**config.mk**
```make
export PLATFORM = sky130hd
export DESIGN_NAME = pipe_hazard_ctrl
export DESIGN_NICKNAME = d
export VERILOG_FILES = /design/src/rtl/pipe_hazard_ctrl.sv
export SDC_FILE = /design/constraint.sdc
export NUM_CORES = 1
export LEC_CHECK = 0
export BUFFER_PORTS_ARGS = -buffer_cell sky130_fd_sc_hd__buf_4
export CAP_MARGIN = 10
export CORE_MARGIN = 1
export CORE_UTILIZATION = 45
export DETAILED_ROUTE_END_ITERATION = 10
export PLACE_DENSITY = 0.86
export SYNTH_ARGS = -nofsm -noshare
export SYNTH_HDL_FRONTEND = slang
export SYNTH_SLANG_ARGS = --single-unit
```
**constraint.sdc**
```tcl
create_clock -name clk -period 2 [get_ports clk]
set_input_delay 0.3 -clock clk [delete_from_list [all_inputs] [get_ports clk]]
set_output_delay 0.3 -clock clk [all_outputs]
set_load 0.05 [all_outputs]
```
**src/rtl/pipe_hazard_ctrl.sv**
```systemverilog
// pipe_hazard_ctrl: load-use bubble, branch redirect and memory freeze
// sequencing for the 5-stage pipeline, with saturating perf counters.
//
// Ports:
//   clk, rst            clock, synchronous active-high reset
//   id_rs, id_rt        source fields of the instruction in IF/ID
//   idex_memread/rt     load in ID/EX and its destination register
//   exmem_branch/zero   branch resolution from EX/MEM
//   exmem_memread/write data memory access in EX/MEM
//   dmem_ready          data memory completes the access this cycle
//   pc_wr, pc_src       PC write enable, 1 = load branch target
//   *_wr, *_flush       stage-register write enables / sync clears
//   mem_err             sticky memory timeout flag
//   stall_cnt/flush_cnt saturating stall and redirect counters
module pipe_hazard_ctrl #(
   parameter int MEM_TIMEOUT = 16,
   parameter int CNT_W       = 16
) (
   input  logic             clk,
   input  logic             rst,
   input  logic [4:0]       id_rs,
   input  logic [4:0]       id_rt,
   input  logic             idex_memread,
   input  logic [4:0]       idex_rt,
   input  logic             exmem_branch,
   input  logic             exmem_zero,
   input  logic             exmem_memread,
   input  logic             exmem_memwrite,
   input  logic             dmem_ready,
   output logic             pc_wr,
   output logic             pc_src,
   output logic             if_id_wr,
   output logic             id_ex_wr,
   output logic             ex_mem_wr,
   output logic             mem_wb_wr,
   output logic             if_id_flush,
   output logic             id_ex_flush,
   output logic             ex_mem_flush,
   output logic             mem_err,
   output logic [CNT_W-1:0] stall_cnt,
   output logic [CNT_W-1:0] flush_cnt
);

   localparam int WW = $clog2(MEM_TIMEOUT + 1);
   localparam logic [WW-1:0] TMO = WW'(MEM_TIMEOUT);

   typedef enum logic {S_RUN, S_WAIT} state_t;

   state_t        state;
   state_t        state_nx;
   logic [WW-1:0] wait_cnt;

   logic mem_req;
   logic freeze;
   logic timeout;
   logic taken;
   logic loaduse;
   logic stall_inc;
   logic flush_inc;

   assign mem_req = exmem_memread | exmem_memwrite;
   assign freeze  = mem_req & ~dmem_ready & (wait_cnt < TMO);
   assign timeout = mem_req & ~dmem_ready & (wait_cnt == TMO);
   assign taken   = exmem_branch & exmem_zero;
   assign loaduse = idex_memread & (idex_rt != 5'd0) &
                    ((idex_rt == id_rs) | (idex_rt == id_rt));

   // A taken branch squashes the dependent instruction, so no bubble then.
   assign stall_inc = freeze | (~taken & loaduse);
   assign flush_inc = ~freeze & taken;

   // State register
   always_ff @(posedge clk) begin
      if (rst) begin
         state    <= S_RUN;
         wait_cnt <= '0;
      end else begin
         state    <= state_nx;
         wait_cnt <= freeze ? wait_cnt + 1'b1 : '0;
      end
   end

   // Next state: stay frozen only while the access is pending and in budget
   always_comb begin
      state_nx = S_RUN;
      if (freeze)
         state_nx = S_WAIT;
   end

   // Outputs
   always_comb begin
      pc_wr        = 1'b1;
      pc_src       = 1'b0;
      if_id_wr     = 1'b1;
      id_ex_wr     = 1'b1;
      ex_mem_wr    = 1'b1;
      mem_wb_wr    = 1'b1;
      if_id_flush  = 1'b0;
      id_ex_flush  = 1'b0;
      ex_mem_flush = 1'b0;
      if (rst) begin
         pc_wr        = 1'b0;
         if_id_wr     = 1'b0;
         id_ex_wr     = 1'b0;
         ex_mem_wr    = 1'b0;
         mem_wb_wr    = 1'b0;
         if_id_flush  = 1'b1;
         id_ex_flush  = 1'b1;
         ex_mem_flush = 1'b1;
      end else if (freeze) begin
         pc_wr     = 1'b0;
         if_id_wr  = 1'b0;
         id_ex_wr  = 1'b0;
         ex_mem_wr = 1'b0;
         mem_wb_wr = 1'b0;
      end else if (taken) begin
         pc_src       = 1'b1;
         if_id_flush  = 1'b1;
         id_ex_flush  = 1'b1;
         ex_mem_flush = 1'b1;
      end else if (loaduse) begin
         pc_wr       = 1'b0;
         if_id_wr    = 1'b0;
         id_ex_flush = 1'b1;
      end
   end

   // Sticky error flag and saturating counters
   always_ff @(posedge clk) begin
      if (rst) begin
         mem_err   <= 1'b0;
         stall_cnt <= '0;
         flush_cnt <= '0;
      end else begin
         if (timeout)
            mem_err <= 1'b1;
         if (stall_inc && stall_cnt != '1)
            stall_cnt <= stall_cnt + 1'b1;
         if (flush_inc && flush_cnt != '1)
            flush_cnt <= flush_cnt + 1'b1;
      end
   end

endmodule

```
Word level (Yosys, flattened, before mapping)
Cells that the tools add are included. Widths: inputs -> output; s select.

Add/subtract/negate cells: 3. Bitwise gates (word level): 14. Equality and inequality tests: 5. Muxes and demuxes: 14. Magnitude comparators: 1. Reductions and logical operators: 4.

Operator list (count): $add 16x1->16 const B (2); $ne 16x16->1 const B (2); $mux 1 (14); $eq 5x5->1 (2); $and 1x1->1 (8); $add 5x1->5 const B (1); $eq 5x5->1 const B (1); $lt 5x5->1 const B (1); $reduce_bool 5->1 (1); $not 1->1 (3); $or 1x1->1 (3); $logic_and 1x1->1 (2); $reduce_or 2->1 (1).

Word-level logic and storage cells: 45. Output and inout port bits: 42. Input port bits: 23. Register bits: 38.

Logic depth before layout (Yosys ltp)
Depth in word-level cells: 7. Gate-level depth with buffers: 10.

Worst setup path before layout
OpenSTA, ideal clock, no wires.

Path kind: input to output. Start: input port idex_rt[1]. End: output port pc_wr. Arrival: 2.292 ns. Cell stages on the path: 6. Buffers on the path: 1. Slack: -0.592 ns. Path through: or4_1 o21ai_2 a21oi_2 a21o_1 nor2_1 buf_4.

Longest elaborated chain between the ends: 7. Elaborated cells on any way between the ends: 10.

RTL lines: start, declared (RTL line 24) `input logic [4:0] idex_rt,`; $eq 5x5->1 / $reduce_bool 5->1 (equally long branches) (RTL line 66, 65); $or 1x1->1 / $and 1x1->1 (equally long branches) (RTL line 66, 65); $and 1x1->1 * (RTL line 65) `assign loaduse = idex_memread & (idex_rt != 5'd0) &`; $mux 1 * (4 in a row); end, declared (RTL line 30) `output logic pc_wr,`.

Mark *: on every way between the ends. The rest lies on a longest branch, timed or not.

Final worst setup path
Start: input port idex_rt[4]. End: output port pc_wr.

Longest elaborated chain between the ends: 7. Elaborated cells on any way between the ends: 10.

RTL lines: $eq 5x5->1 / $reduce_bool 5->1 (equally long branches) (RTL line 66, 65); $or 1x1->1 / $and 1x1->1 (equally long branches) (RTL line 66, 65); $and 1x1->1 * (RTL line 65); $mux 1 * (RTL line 121) `end else if (loaduse) begin`; $mux 1 * (RTL line 116) `end else if (taken) begin`; $mux 1 * (RTL line 110) `end else if (freeze) begin`; $mux 1 * (RTL line 101) `if (rst) begin`.

Marks and branches as above.

==> metrics.txt <==
Tot GR Track Use=between 20% and 30%; Reg2Reg Setup Slack=0.11 ns; hold endpoint=flush_cnt[5]$_SDFFE_PP0P_; reg2reg end=stall_cnt[13]$_SDFFE_PP0P_; initial core utilization=48.5%; critical path depth=7; switching share of power=25.2%; antenna-violating nets left=0; Post-Route Utilization=70.3%; First-pass DRT Iterations=4; final WL=5240 um; top routing layer in use=met4; clk slew on worst S/H paths=0.08 ns; Synth async-reset ratio=0%; WP data arrival=1.68 ns; VDD IR max=~0.65 mV; Max-cap violations=0; Critical Path Sink Type=output pin; Worst Path Buf+Inv=2; Max Slew Vio Count=0; post-synthesis register bit count=38; final hold viol count=0; via count=slightly above 2000; Post-synth top cells=38 x dfxtp_1, 23 x nor2_1, 18 x a21oi_1; worst clock skew=0.00851 ns; Syn Nets=259; post-synthesis cell area=2000 um^2; vias in the first global route=1761; Synth-to-Final Area Change=45.0%; met3 routed WL=~380 um; Core Box Area=4120 um^2; Logic pwr share=16.7%; RR Startpoint=stall_cnt[0]$_SDFFE_PP0P_; Std-Cell Rows=23; total CTS buffers=5; Seq pwr share=41.7%; CTS sink cnt=38; LEAKAGE=1.21 nW; CTS root buf=clkbuf_8; dpl hpwl=3570 um; Avg Inst Size Synth=8.60 um^2; largest net degree at the start of global routing=29; Layout Nets=342; metal2 WL=roughly 2600 um; I/O pin total=65; ratio of cells with drive above 1 in the final layout=39.2%; Placed Area=2600 um^2; drt drc=0; status=complete, no violations; worst hold margin=between 0.2 and 0.3 ns; Filler cells=325; Synth Instances=232; count of cell types in the netlist=38; hold_buf cts=0; Iter 0 DRT Violations=114; Port Buffer Count=64; crit path kind=input pin to output pin; Sequential Area=793 um^2; design area=about 2900 um^2; r2r worst-path depth=7; Skew-Pair Late Insertion Delay=0.29 ns; crit-path max FO=3; Primary FF master, synth=dfxtp_1; crit-path most repeated cell=buf_8; antenna violations before repair=0; WHS Path Cells=2; slew margin rel.=slightly below 70%; slowest library cell on the worst path=or4_4; Worst Hold Class=input pin to flop; Power Density=634 nW/um^2; number of warnings issued by yosys=0; CP top delay family=simple AND/OR/NAND/NOR gates; crit path time final=~2.0 ns; most common cell in the netlist=dfxtp_1; Synth area leaders=dfxtp_1 38%, xnor2_1 6.6%, a21oi_1 4.5%; final setup violation count=0; area of the multi-input gates=approximately 1200 um^2; Yosys top cell by area=dfxtp_1; Wirelength per Cell=14.3 um; part of the power in the clock network=41.5%; CP peak stage delay=0.53 ns; die area=4710 um^2; CTS tree=built; first-pass GRT wire length=about 7400 um; HP Start=rst; Post-synth EDFFs=0; H-tree depth=2; register area share after synthesis=between 30% and 40%; crit share post-route=99.0%; Pint=approximately 1.4 mW; DIE HEIGHT=68.6 um; GPL Wtd Cong=just under 0.8; drt via density=5.56; startpoint types=input pin; Metal-1 WL=2240 um; Antenna diodes=0; crit path cell chain=buf_8 -> or4_4 -> o21ai_4 -> a21oi_2 -> a21o_1 -> nor2_4 -> buf_8; RSZ-0062 raised after global routing=true; GRT Residual Overflow=0; Worst Tran Pin Value=about 0.46 ns; maximum clock frequency=0.505 GHz; Yosys top cell area share=38.1%; maximum root-to-sink buffer count=2; NetSw=463 uW; Critical Path RT=1.70 ns; Die Width=roughly 70 um
## cells by family (layout without fill, tap and decap cells)
| group | Yosys count | count (layout) | share of synthesized area [%] |
|---|---|---|---|
| AND/OR/NAND/NOR | 97 | 97 | 26.1 |
| buffers and inverters | 17 | 100 | 5.33 |
| AO/OA/AOI/OAI | 50 | 51 | 16.4 |
| XOR/XNOR | 24 | 24 | 10.5 |
| flip-flops | 38 | 38 | 38.1 |
| adder cells (fa/ha/maj) | 4 | 4 | 2.51 |
| multiplexers | 2 | 2 | 1.00 |
## layout by cell type, fill, tap and decap left out, types with 7 or more instances in the layout
| cell type | netlist | final |
|---|---|---|
| buf_4 | 5 | 78 |
| and4_1 | 9 | 8 |
| a21oi_1 | 18 | 18 |
| or3_1 | 12 | 12 |
| o21ai_0 | 7 | 7 |
| dfxtp_2 | 0 | 8 |
| xnor2_1 | 15 | 15 |
| nor2_1 | 23 | 22 |
| o21ai_1 | 7 | 7 |
| nand2_1 | 16 | 15 |
| dfxtp_1 | 38 | 24 |
| xor2_1 | 9 | 9 |
| nand3_1 | 13 | 13 |
## worst max path at each step
stage / start / to / slack [ns]
after floorplan: idex_rt[1] / pc_wr / -0.12
after global placement: idex_rt[1] / stall_cnt[10]$_SDFFE_PP0P_ / -0.06
after detailed placement: idex_rt[3] / stall_cnt[8]$_SDFFE_PP0P_ / -0.11
after CTS: idex_rt[1] / pc_wr / 0.02
after global routing: idex_rt[4] / pc_wr / -0.02
final: idex_rt[4] / pc_wr / 0.02
## routing by layer
metal	up-vias	GRT usage, %
met5	-	0
met4	0	9.90
met3	6	4.28
met2	76	37.5
met1	951	24.7
li1	1001	-
## area by class of cell
class,count,area share (%)
clock buffer,7,3.72
tap,50,2.16
timing repair buffer,86,23.5
inverter,6,0.778
multi-input combinational,178,41.4
sequential,38,27.4
clock inverter,1,1.04
## power by group through the flow
stage	sequential, mW	combinational, mW	clock [mW]
4_1_cts	0.766	0.275	0.768
6_report	0.766	0.307	0.763
3_5_place_dp	0.784	0.264	0
5_1_grt	0.768	0.328	0.795
2_1_floorplan	0.810	0.146	0
3_3_place_gp	0.783	0.260	0
## metrics by stage
| stage | setup slack (ns) | total power, mW | instances | TNS (ns) |
|---|---|---|---|---|
| after CTS | 0.0182 | 1.81 | 360 | 0 |
| after global routing | -0.0214 | 1.89 | 366 | -0.0495 |
| final | 0.0207 | 1.84 | 366 | 0 |
| after floorplan | -0.124 | 0.957 | 232 | -0.450 |
| after detailed placement | -0.111 | 1.05 | 349 | -0.869 |
| after global placement | -0.0592 | 1.04 | 349 | -0.461 |
## flip-flops by register name, summed over array words and instances, names as in the netlist
register   count
flush_cnt     16
mem_err        1
stall_cnt     16
wait_cnt       5
## repair_timing
item,in CTS,in global routing
setup buffers,3,4
resized for setup,3,17
setup endpoints to repair,2,12
pin swaps,2,6
cloned,0,2
Note: power is estimated with default switching activity, not from simulation.
